--- src/rtl/fetch_unit_if.sv ---
// ---------------------------------------------------------------------------
// fetch_unit_if
// Bundles every non-clock signal of the instruction fetch stage: the PC side,
// the synchronous program ROM side and the decode handshake.
//   master : the fetch unit itself
//            (drives pc_inc, mem_rd, mem_addr, instr, instr_addr,
//             instr_valid, halted)
//   slave  : the surrounding PC, ROM, decode and control logic
//            (drives en, pc_val, pc_max, mem_rdata, instr_ready)
// Parameters:
//   ADDR_W  : PC value / ROM address width
//   INSTR_W : instruction word width
// ---------------------------------------------------------------------------
interface fetch_unit_if #(
  parameter int ADDR_W  = 5,
  parameter int INSTR_W = 8
);

  // Control / PC side
  logic               en;
  logic [ADDR_W-1:0]  pc_val;
  logic               pc_max;
  logic               pc_inc;

  // Program ROM side
  logic               mem_rd;
  logic [ADDR_W-1:0]  mem_addr;
  logic [INSTR_W-1:0] mem_rdata;

  // Decode side
  logic [INSTR_W-1:0] instr;
  logic [ADDR_W-1:0]  instr_addr;
  logic               instr_valid;
  logic               instr_ready;
  logic               halted;

  modport master (
    input  en, pc_val, pc_max, mem_rdata, instr_ready,
    output pc_inc, mem_rd, mem_addr, instr, instr_addr, instr_valid, halted
  );

  modport slave (
    output en, pc_val, pc_max, mem_rdata, instr_ready,
    input  pc_inc, mem_rd, mem_addr, instr, instr_addr, instr_valid, halted
  );

endinterface

--- src/rtl/fetch_unit.sv ---
// ---------------------------------------------------------------------------
// fetch_unit
// Instruction fetch stage between the program counter and decode. Reads the
// current PC, issues one read to the synchronous program ROM, captures the
// returned word into an instruction register, pulses the PC increment once
// per fetched word and offers the word to decode with a valid/ready
// handshake. Once the last address of the program space has been delivered
// (or the PC reports max size) the unit parks in HALT until reset.
// Ports:
//   clk  : system clock, rising edge
//   rstn : asynchronous active-low reset
//   bus  : fetch_unit_if master modport (PC, ROM and decode signals)
// Parameters:
//   ADDR_W  : PC value / ROM address width, equal to the PC size
//   INSTR_W : instruction word width
// ---------------------------------------------------------------------------
module fetch_unit #(
  parameter int ADDR_W  = 5,
  parameter int INSTR_W = 8
) (
  input  logic          clk,
  input  logic          rstn,
  fetch_unit_if.master  bus
);

  typedef enum logic [2:0] {
    IDLE,
    REQ,
    WAIT,
    PRESENT,
    HALT
  } fetchState_t;

  localparam logic [ADDR_W-1:0] LastAddr = {ADDR_W{1'b1}};

  fetchState_t        r_state;
  fetchState_t        w_nextState;
  logic [ADDR_W-1:0]  r_fetchAddr;
  logic [INSTR_W-1:0] r_instr;
  logic [ADDR_W-1:0]  r_instrAddr;
  logic               r_instrValid;
  logic               r_last;

  logic               w_memRd;
  logic               w_pcInc;
  logic               w_handshake;
  logic               w_atLastAddr;

  assign w_handshake  = r_instrValid && bus.instr_ready;
  assign w_atLastAddr = (r_fetchAddr == LastAddr);

  // State register. Reset drops straight back to IDLE from anywhere, which
  // also kills the combinational strobes immediately.
  always_ff @(posedge clk or negedge rstn) begin
    if (!rstn) begin
      r_state <= IDLE;
    end else begin
      r_state <= w_nextState;
    end
  end

  // Next-state and strobe decode. pc_max outranks everything, then the end
  // of a handshake, then the run enable. The ROM read is only issued when the
  // PC still has room, and the PC is never bumped past the final address.
  always_comb begin
    w_nextState = r_state;
    w_memRd     = 1'b0;
    w_pcInc     = 1'b0;
    case (r_state)
      IDLE: begin
        if (bus.pc_max) begin
          w_nextState = HALT;
        end else if (bus.en) begin
          w_nextState = REQ;
        end
      end
      REQ: begin
        if (bus.pc_max) begin
          w_nextState = HALT;
        end else begin
          w_memRd     = 1'b1;
          w_nextState = WAIT;
        end
      end
      WAIT: begin
        w_pcInc     = !w_atLastAddr;
        w_nextState = PRESENT;
      end
      PRESENT: begin
        if (w_handshake) begin
          if (r_last || bus.pc_max) begin
            w_nextState = HALT;
          end else if (bus.en) begin
            w_nextState = REQ;
          end else begin
            w_nextState = IDLE;
          end
        end
      end
      HALT: begin
        w_nextState = HALT;
      end
      default: begin
        w_nextState = IDLE;
      end
    endcase
  end

  // Datapath registers. The fetch address is captured alongside the read so
  // instr_addr matches the word even though the PC moves on during WAIT.
  // The last flag marks that the top of the program space has been fetched.
  always_ff @(posedge clk or negedge rstn) begin
    if (!rstn) begin
      r_fetchAddr  <= '0;
      r_instr      <= '0;
      r_instrAddr  <= '0;
      r_instrValid <= 1'b0;
      r_last       <= 1'b0;
    end else begin
      case (r_state)
        REQ: begin
          if (!bus.pc_max) begin
            r_fetchAddr <= bus.pc_val;
          end
        end
        WAIT: begin
          r_instr      <= bus.mem_rdata;
          r_instrAddr  <= r_fetchAddr;
          r_instrValid <= 1'b1;
          if (w_atLastAddr) begin
            r_last <= 1'b1;
          end
        end
        PRESENT: begin
          if (w_handshake) begin
            r_instrValid <= 1'b0;
          end
        end
        default: begin
          r_instrValid <= 1'b0;
        end
      endcase
    end
  end

  // The address bus only carries the PC while a read is actually issued.
  assign bus.mem_rd      = w_memRd;
  assign bus.mem_addr    = w_memRd ? bus.pc_val : '0;
  assign bus.pc_inc      = w_pcInc;
  assign bus.instr       = r_instr;
  assign bus.instr_addr  = r_instrAddr;
  assign bus.instr_valid = r_instrValid;
  assign bus.halted      = (r_state == HALT);

endmodule

--- src/flat_wrapper.sv ---
// flat-port wrapper written by rule: the top's interface ports become plain ports
module fetch_unit_flat 
#(
  parameter int ADDR_W  = 5,
  parameter int INSTR_W = 8
)
  (clk, rstn, bus_en, bus_pc_val, bus_pc_max, bus_mem_rdata, bus_instr_ready, bus_pc_inc, bus_mem_rd, bus_mem_addr, bus_instr, bus_instr_addr, bus_instr_valid, bus_halted);
  fetch_unit_if #(.ADDR_W(ADDR_W), .INSTR_W(INSTR_W)) bus_i ();
  input  logic clk;
  input  logic rstn;
  input wire logic [$bits(bus_i.en)-1:0] bus_en;
  input wire logic [$bits(bus_i.pc_val)-1:0] bus_pc_val;
  input wire logic [$bits(bus_i.pc_max)-1:0] bus_pc_max;
  input wire logic [$bits(bus_i.mem_rdata)-1:0] bus_mem_rdata;
  input wire logic [$bits(bus_i.instr_ready)-1:0] bus_instr_ready;
  output wire logic [$bits(bus_i.pc_inc)-1:0] bus_pc_inc;
  output wire logic [$bits(bus_i.mem_rd)-1:0] bus_mem_rd;
  output wire logic [$bits(bus_i.mem_addr)-1:0] bus_mem_addr;
  output wire logic [$bits(bus_i.instr)-1:0] bus_instr;
  output wire logic [$bits(bus_i.instr_addr)-1:0] bus_instr_addr;
  output wire logic [$bits(bus_i.instr_valid)-1:0] bus_instr_valid;
  output wire logic [$bits(bus_i.halted)-1:0] bus_halted;
  assign bus_i.en = bus_en;
  assign bus_i.pc_val = bus_pc_val;
  assign bus_i.pc_max = bus_pc_max;
  assign bus_i.mem_rdata = bus_mem_rdata;
  assign bus_i.instr_ready = bus_instr_ready;
  assign bus_pc_inc = bus_i.pc_inc;
  assign bus_mem_rd = bus_i.mem_rd;
  assign bus_mem_addr = bus_i.mem_addr;
  assign bus_instr = bus_i.instr;
  assign bus_instr_addr = bus_i.instr_addr;
  assign bus_instr_valid = bus_i.instr_valid;
  assign bus_halted = bus_i.halted;
  fetch_unit #(.ADDR_W(ADDR_W), .INSTR_W(INSTR_W)) u_core (.clk(clk), .rstn(rstn), .bus(bus_i));
endmodule
--- config.mk ---
export PLATFORM = sky130hd
export DESIGN_NAME = fetch_unit_flat
export DESIGN_NICKNAME = d
export VERILOG_FILES = /design/src/rtl/fetch_unit_if.sv /design/src/rtl/fetch_unit.sv /design/src/flat_wrapper.sv
export SDC_FILE = /design/constraint.sdc
export NUM_CORES = 1
export LEC_CHECK = 0
export ABC_AREA = 1
export CORE_ASPECT_RATIO = 1.5
export CORE_MARGIN = 8
export CORE_UTILIZATION = 43
export DETAILED_ROUTE_END_ITERATION = 10
export GPL_ROUTABILITY_DRIVEN = 0
export PLACE_DENSITY = 0.78
export SLEW_MARGIN = 40
export SYNTH_ARGS = -nofsm -noshare
export SYNTH_HDL_FRONTEND = slang
export SYNTH_SLANG_ARGS = --single-unit
--- constraint.sdc ---
create_clock -name clk -period 1.6 [get_ports clk]
set_clock_uncertainty 0.2 [all_clocks]
set_input_delay 0.24 -clock clk [delete_from_list [all_inputs] [get_ports clk]]
set_output_delay 0.24 -clock clk [all_outputs]
set_load 0.02 [all_outputs]
Yosys cells after proc, flatten, opt, wreduce, memory -nomap -nowiden. Cells that the tools add are included.

Register bits: 23. Input port bits: 18. Output and inout bits: 22. Logic and storage cells: 36.

Equal/unequal tests: 7. Muxes and demuxes: 13. Bitwise logic cells: 2. Reduce and logical (&&, ||, !) cells: 8.

Operator list (number): 2-to-1 mux 3 bit (5); one-hot mux 3 bit (5 select lines) (1); AND reduction 2 bit (4); equality test 3 x 2 -> 1 bit, second input constant (2); equality test 5 bit, second input constant (1); 2-to-1 mux 1 bit (5); 2-to-1 mux 5 bit (1); equality test 3 x 1 -> 1 bit, second input constant (1); equality test 3 bit, second input constant (1); zero test 3 bit (1); inequality test 3 bit, second input constant (1); one-hot mux 1 bit (3 select lines) (1); inequality test 2 x 1 -> 1 bit, second input constant (1); NOT 1 bit (2); logical AND 1 bit (1); zero test 1 bit (1); logical OR 1 bit (1).

Logic depth before layout (Yosys ltp). Gate-level depths: netlist of run 1.

Depth after elaboration: 4. Gate-level depth with buffers: 7. Mapped depth without buffers: 7.

Worst setup path before layout of run 1. Ideal clock, no wire load.

Path type: register -> output. Start: register u_core.r_state[1]. End: output bus_mem_addr[0]. Arrival: 1.169 ns. Data required time: 1.160 ns. Slack: -0.009 ns. Cell stages (with the launch flop): 5. Buffers on the path: 1. Cell sequence: dfrtp_1 > nor3_2 > nand2_2 > buf_6 > nor2_1.

Cells in the longest elaborated chain, start to end: 3.

Ends and longest elaborated chain: from (decl) (RTL line fetch_unit.sv:36) `fetchState_t r_state;`; from (signal assigned) (RTL line fetch_unit.sv:58) `r_state <= w_nextState;`; equality test 3 x 1 -> 1 bit (RTL line fetch_unit.sv:69) `case (r_state)`; 2-to-1 mux 1 bit (RTL line fetch_unit.sv:69); 2-to-1 mux 5 bit (RTL line fetch_unit.sv:148) `assign bus.mem_addr = w_memRd ? bus.pc_val : '0;`; to (decl) (RTL line flat_wrapper.sv:18) `output wire logic [$bits(bus_i.mem_addr)-1:0] bus_mem_addr;`.

No other way between the ends.

Final worst setup path of run 1.
Start: register u_core.r_state[0]. End: output bus_mem_addr[0].

Same word-level chain as after synthesis.

==> impl_metrics.json, run 1 <==
{
  "outcome": "finished, violations left",
  "violations": "negative setup slack",
  "synth_fp_nets": 148,
  "synth_area_mm2": 0.00107,
  "regToRegSetupSlack_ns": -0.09,
  "synth-compound-area-share_pct": 4.81,
  "viasPerCell": 4.78,
  "layout_commonest_cell": "nand2_1",
  "synth_top_family_by_area": "simple AND/OR/NAND/NOR gates",
  "synth-simple-area-share_pct": 29.9,
  "rows": 22,
  "ir_worst_vdd_v": 0.00103,
  "grt_pass1_vias": 1050,
  "yosysWarnings": 0,
  "fill_cells": 175,
  "final_cell_mix": "44 x nand2_1, 23 x dfrtp_1, 22 x buf_4, 17 x inv_1, 17 x clkdlybuf4s50_1",
  "maxSlewHeadroom_pct": 80.0,
  "routedWlPerCell_um": 15.1,
  "worstSetupEndpointType": "primary output",
  "clock_path_buffers": 2,
  "ant_nets": 0,
  "cts_made_buffers": 3,
  "power_density_mw_per_mm2": 1710,
  "slew_viol_final": 0,
  "fin_ws_ns": -0.207,
  "final_hold_viol_count": 0,
  "worst_setup_path_start_kind": "register",
  "cp_top_family": "simple AND/OR/NAND/NOR gates",
  "synthesis.instances": 130,
  "syn2layout_area_growth_pct": 65.3,
  "path_class": "reg -> out",
  "max_freq_mhz": 553,
  "critPathMaxFanout": 7,
  "rsz0062_at_grt": "true",
  "utilization_pct": 73.6,
  "finalCritPeriodShare_pct": 113,
  "die_x_um": 56.7,
  "synthAdderAreaFrac_pct": 0,
  "timing.rr.end": "u_core.bus.instr_addr[4]$_DFFE_PN0P_",
  "crit_chain": "inv_2 -> nor3_4 -> nand2_4 -> nor2_1 -> buf_4",
  "reg2reg_depth": 9,
  "r2r-start": "u_core.r_state[1]$_DFFE_PN0P_",
  "dp_hpwl_um": 2140,
  "setup_viol": 22,
  "nets": 215,
  "synth-seq-cells": 23,
  "synth-xor-area-share_pct": 0,
  "vias": 1051,
  "clkSinkCount": 23,
  "synth_mux_area_share_pct": 0,
  "first_pass_iters": 4,
  "cts_root_buf": "clkbuf_4",
  "die_area_mm2": 0.00436,
  "power.total_mw": 3.02,
  "core_mm2": 0.00239,
  "cap_violations": 0,
  "cts_max_level": 1,
  "drc": 0,
  "grt_antenna_before_repair": 0,
  "pin_count": 40,
  "grt_overflow": 0,
  "drive_above_1_share_pct": 32.1,
  "chipHeight_um": 77.0,
  "cpMaxStageDelayCell": "dfrtp_1",
  "ys_types": 17,
  "leakage_nw": 0.979,
  "ys_top_cells_by_area": "dfrtp_1 54%, nand2_1 17%, inv_1 6.7%",
  "cp.required_ns": 1.16,
  "clock_latency_ns": 0.31,
  "avgSynthCellArea_um2": 8.20,
  "cts_tree": "built",
  "wl_um": 3330,
  "critical_path.max_stage_delay_ns": 0.39,
  "path_clk_slew_ns": 0.13,
  "min_period_ns": 1.81,
  "grt_max_degree": 24,
  "grt_pass1_wl_um": 4560,
  "diodes": 0,
  "cp.arrival_ns": 1.37,
  "synth-seq-area-share_pct": 54.0,
  "yosys.area.top_type": "dfrtp_1",
  "path_buf_inv": 2,
  "initial_core_util_pct": 44.5,
  "yosysTopAreaCellShare_pct": 54.0,
  "worstHoldPathType": "in -> async",
  "port_buffers": 39,
  "track_usage_pct": 12.6,
  "worst-slew-pin-transition_ns": 0.300,
  "first_iter_violations": 45
}
## kinds of logic (layout without fill, tap and decap cells)
kind of cell    after synthesis  after routing
compound gates                8              8
simple gates                 75             75
flops                        23             23
buf+inv                      24             90
## power by group
part | switching [mW] | total, mW | internal, mW
Sequential | 0.173 | 1.01 | 0.837
Combinational | 0.952 | 1.74 | 0.784
Clock | 0.176 | 0.270 | 0.0933
Total | 1.30 | 3.02 | 1.71
## worst register-to-register path, cell delays in order (launching register included)
cell and delay [ns]:
dfrtp_1 0.45, buf_6 0.16, inv_4 0.06, nor2_4 0.04
nand2_2 0.11, buf_6 0.12, buf_12 0.11, clkinvlp_4 0.17
nand2_2 0.12, nand2_1 0.06
## per-stage QoR
stage	std cells	setup WS (ns)	hold slack [ns]	setup TNS, ns	cell area [µm²]
2_1_floorplan	130	-0.00924	-0.256	-0.0462	1070
3_3_place_gp	203	-0.420	0.257	-3.22	1550
3_5_place_dp	203	-0.478	0.261	-3.99	1550
5_1_grt	220	-0.285	0.0781	-3.53	1760
6_report	220	-0.207	0.0612	-1.99	1760
4_1_cts	210	-0.212	0.0651	-1.41	1590
## layout make-up
class	instances	area (µm²)	area share, %
Clock buffer	3	22.5	1.28
Clock inverter	1	5.00	0.284
Inverter	20	81.3	4.62
Multi-Input combinational cell	83	424	24.1
Sequential cell	23	576	32.7
Tap cell	24	30.0	1.70
Timing Repair Buffer	65	616	34.9
Timing Repair inverter	1	7.51	0.426
## timing repair
action	in CTS	in global routing
setup buffers	2	8
pin swaps	3	9
setup endpoints to repair	34	20
cloned	1	2
hold buffers	0	0
resized for setup	64	25
## sequential cells by signal, summed over array words and instances (netlist names)
name / count
u_core.bus.instr_addr: 5
u_core.bus.instr_valid: 1
u_core.r_state: 3
u_core.bus.instr: 8
u_core.r_last: 1
u_core.r_fetchAddr: 5
## synth_stat cells
library cell / n
buf_8: 1
nor2_1: 10
nand2_2: 3
inv_2: 1
nand2_1: 49
nor3_1: 1
buf_6: 2
o21ai_0: 5
or2_2: 1
nor2_4: 1
nor3_2: 1
o21ai_2: 3
inv_1: 19
dfrtp_1: 23
buf_4: 1
nand3_1: 8
nor2_2: 1
## per-layer routing
metal | track usage, % | part of all wire (%)
met1 | 12.9 | 38
met2 | 23.0 | 55
met3 | 3.46 | 4.0
met4 | 4.59 | 2.7
met5 | 0 | 0
## worst max path at each step
stage | startpoint | endpoint | slack [ns] | cells after the start
2_1_floorplan | u_core.r_state[1]$_DFFE_PN0P_ | bus_mem_addr[0] | -0.009 | 4
3_3_place_gp | bus_pc_max | bus_mem_addr[3] | -0.42 | 5
3_5_place_dp | bus_pc_max | bus_mem_addr[4] | -0.48 | 5
4_1_cts | u_core.r_state[1]$_DFFE_PN0P_ | bus_mem_addr[1] | -0.21 | 4
5_1_grt | u_core.r_state[0]$_DFFE_PN0P_ | bus_mem_addr[3] | -0.29 | 5
6_report | u_core.r_state[0]$_DFFE_PN0P_ | bus_mem_addr[0] | -0.21 | 5
(Power assumes the default switching activity.)
==> run 2, diff against run 1 <==
--- a/config.mk
+++ b/config.mk
@@ -7,7 +7,6 @@
 export LEC_CHECK = 0
 export ABC_AREA = 1
 export CORE_ASPECT_RATIO = 1.5
-export CORE_MARGIN = 8
 export CORE_UTILIZATION = 43
 export DETAILED_ROUTE_END_ITERATION = 10
 export GPL_ROUTABILITY_DRIVEN = 0
==> run 2 against run 1 <==
  * The run still ends with negative setup slack left
  * Largest cell class unchanged
  * Sequential share of layout area down 0.46 points
  * Non-clock buffer count is 8 higher
  * Wire length shrank 15%
  * Flip-flop and latch count did not move
  * Worst setup slack worse by 0.039 ns
  * Worst hold slack got worse by 0.0055 ns
  * Cell count grew 3.2%
  * Power increased by 2.1%
  * Final area increased by 1.4%
  * Sequential power about the same
  * Clock-buffer cell count unchanged
  * Register-to-register slack better by 0.09 ns
==> impl_metrics.json, run 2 (synthesis gave the netlist of run 1 again) <==
{
  "pin_count": 40,
  "cts_root_buf": "clkbuf_4",
  "ant_nets": 0,
  "path_class": "reg -> out",
  "rsz0062_at_grt": "true",
  "vias": 1090,
  "clkSinkCount": 23,
  "worst_setup_path_start_kind": "register",
  "worstSetupEndpointType": "primary output",
  "initial_core_util_pct": 46.6,
  "slew_viol_final": 0,
  "largest_register_ffs": 8,
  "grt_pass1_vias": 1048,
  "placedInstanceArea_mm2": 0.00161,
  "cts_tree": "built",
  "port_buffers": 39,
  "first_pass_iters": 9,
  "maxSlewHeadroom_pct": 80.8,
  "final_cell_mix": "47 x nand2_1, 31 x buf_4, 23 x dfrtp_1, 17 x clkdlybuf4s50_1, 16 x inv_1",
  "cp.required_ns": 1.16,
  "first_iter_violations": 33,
  "die_x_um": 42.7,
  "nets": 223,
  "path_clk_slew_ns": 0.13,
  "worstHoldPathType": "in -> async",
  "power.total_mw": 3.08,
  "reg2reg_depth": 6,
  "die_area_mm2": 0.00269,
  "max_freq_mhz": 542,
  "power_density_mw_per_mm2": 1720,
  "cap_violations": 0,
  "cpMaxStageDelayCell": "dfrtp_1",
  "cp.arrival_ns": 1.41,
  "rows": 21,
  "r2r-start": "u_core.r_state[1]$_DFFE_PN0P_",
  "timing.rr.end": "u_core.r_fetchAddr[0]$_DFFE_PN0P_",
  "regToRegSetupSlack_ns": 0,
  "cts_made_buffers": 3,
  "fill_cells": 159,
  "cts_max_level": 1,
  "stdcell_area_mm2": 0.00179,
  "core_mm2": 0.00229,
  "routedWlPerCell_um": 12.5,
  "dp_hpwl_um": 1750,
  "wl_um": 2850,
  "worst-slew-pin-transition_ns": 0.288,
  "grt_pass1_wl_um": 4460,
  "final_hold_viol_count": 0,
  "clock_latency_ns": 0.31,
  "track_usage_pct": 21.7,
  "seqCellArea_um2": 576,
  "diodes": 0,
  "utilization_pct": 78.2,
  "fin_ws_ns": -0.246,
  "drive_above_1_share_pct": 32.8,
  "critPathMaxFanout": 5,
  "dpl.cell_count": 210,
  "crit_chain": "nor3_4 -> nand2_2 -> nor2_2 -> buf_4",
  "grt_max_degree": 24,
  "final_cell_count_no_fill": 227,
  "viasPerCell": 4.80,
  "chipHeight_um": 63.0,
  "finalCritPeriodShare_pct": 115,
  "multi_input_area_um2": 419,
  "violations": "negative setup slack",
  "setup_viol": 8,
  "place_ws_ns": -0.498,
  "clock_path_buffers": 2,
  "postCtsHoldBufs": 0,
  "ir_worst_vdd_v": 0.00117,
  "grt_antenna_before_repair": 0,
  "min_period_ns": 1.85,
  "critical_path.max_stage_delay_ns": 0.44,
  "leakage_nw": 1.02,
  "layout_commonest_cell": "nand2_1",
  "outcome": "finished, violations left",
  "syn2layout_area_growth_pct": 67.6,
  "drc": 0,
  "grt_overflow": 0
}
[run 2: cell count changes in the layout (fill, tap and decap cells not counted), sizes merged]
cell      before  now
inv           19   20
clkinvlp       2    0
nand2         52   53
clkbuf         4    3
buf           33   42
[run 2: final cells by class]
| cell class | count | area share (%) |
|---|---|---|
| clock buffer | 3 | 1.26 |
| clock inverter | 1 | 0.280 |
| inverter | 20 | 4.34 |
| multi-input combinational | 84 | 23.5 |
| sequential | 23 | 32.2 |
| tap | 23 | 1.61 |
| timing repair buffer | 73 | 36.8 |
[run 2: power by group]
part	total (mW)	internal, mW	switching (mW)
combinational	1.81	0.865	0.944
clock	0.274	0.0935	0.181
sequential	0.996	0.837	0.159
[run 2: layer usage]
| layer | GRT usage (%) | wire length, µm |
|---|---|---|
| met5 | 0 | 0 |
| met3 | 2.89 | 103 |
| met4 | 8.98 | 60 |
| met2 | 38.4 | 1580 |
| met1 | 25.3 | 1100 |
[run 2: how the worst max path moves through the flow]
| stage | from | to | cells past startpoint |
|---|---|---|---|
| finish | u_core.r_state[1]$_DFFE_PN0P_ | bus_mem_addr[0] | 4 |
| global route | u_core.r_state[2]$_DFFE_PN0P_ | bus_mem_addr[0] | 4 |
| CTS | u_core.r_state[0]$_DFFE_PN0P_ | bus_mem_addr[0] | 5 |
| detailed placement | bus_pc_max | bus_mem_addr[2] | 5 |
| global placement | bus_pc_max | bus_mem_addr[3] | 5 |
| floorplan | u_core.r_state[1]$_DFFE_PN0P_ | bus_mem_addr[0] | 4 |
[run 2: critical path: cells and delay by family, from the launching register on]
kind | cells | cell delay (ns)
buffers and inverters | 1 | 0.14
AND/OR/NAND/NOR | 3 | 0.52
flip-flops | 1 | 0.44
[run 2: repair_timing]
| item | in CTS | in global routing |
|---|---|---|
| buffers inserted | 6 | 6 |
| gates resized for setup | 72 | 12 |
| cloned | 1 | 0 |
| hold endpoints to repair | 0 | 0 |
| pin swaps | 7 | 8 |
| setup endpoints to repair | 22 | 25 |
[run 2: through the flow]
| step | TNS, ns | hold slack [ns] |
|---|---|---|
| CTS | -1.40 | 0.0660 |
| global route | -2.35 | 0.0888 |
| detailed placement | -3.51 | 0.265 |
| floorplan | -0.0462 | -0.256 |
| global placement | -3.34 | 0.261 |
| finish | -1.73 | 0.0557 |
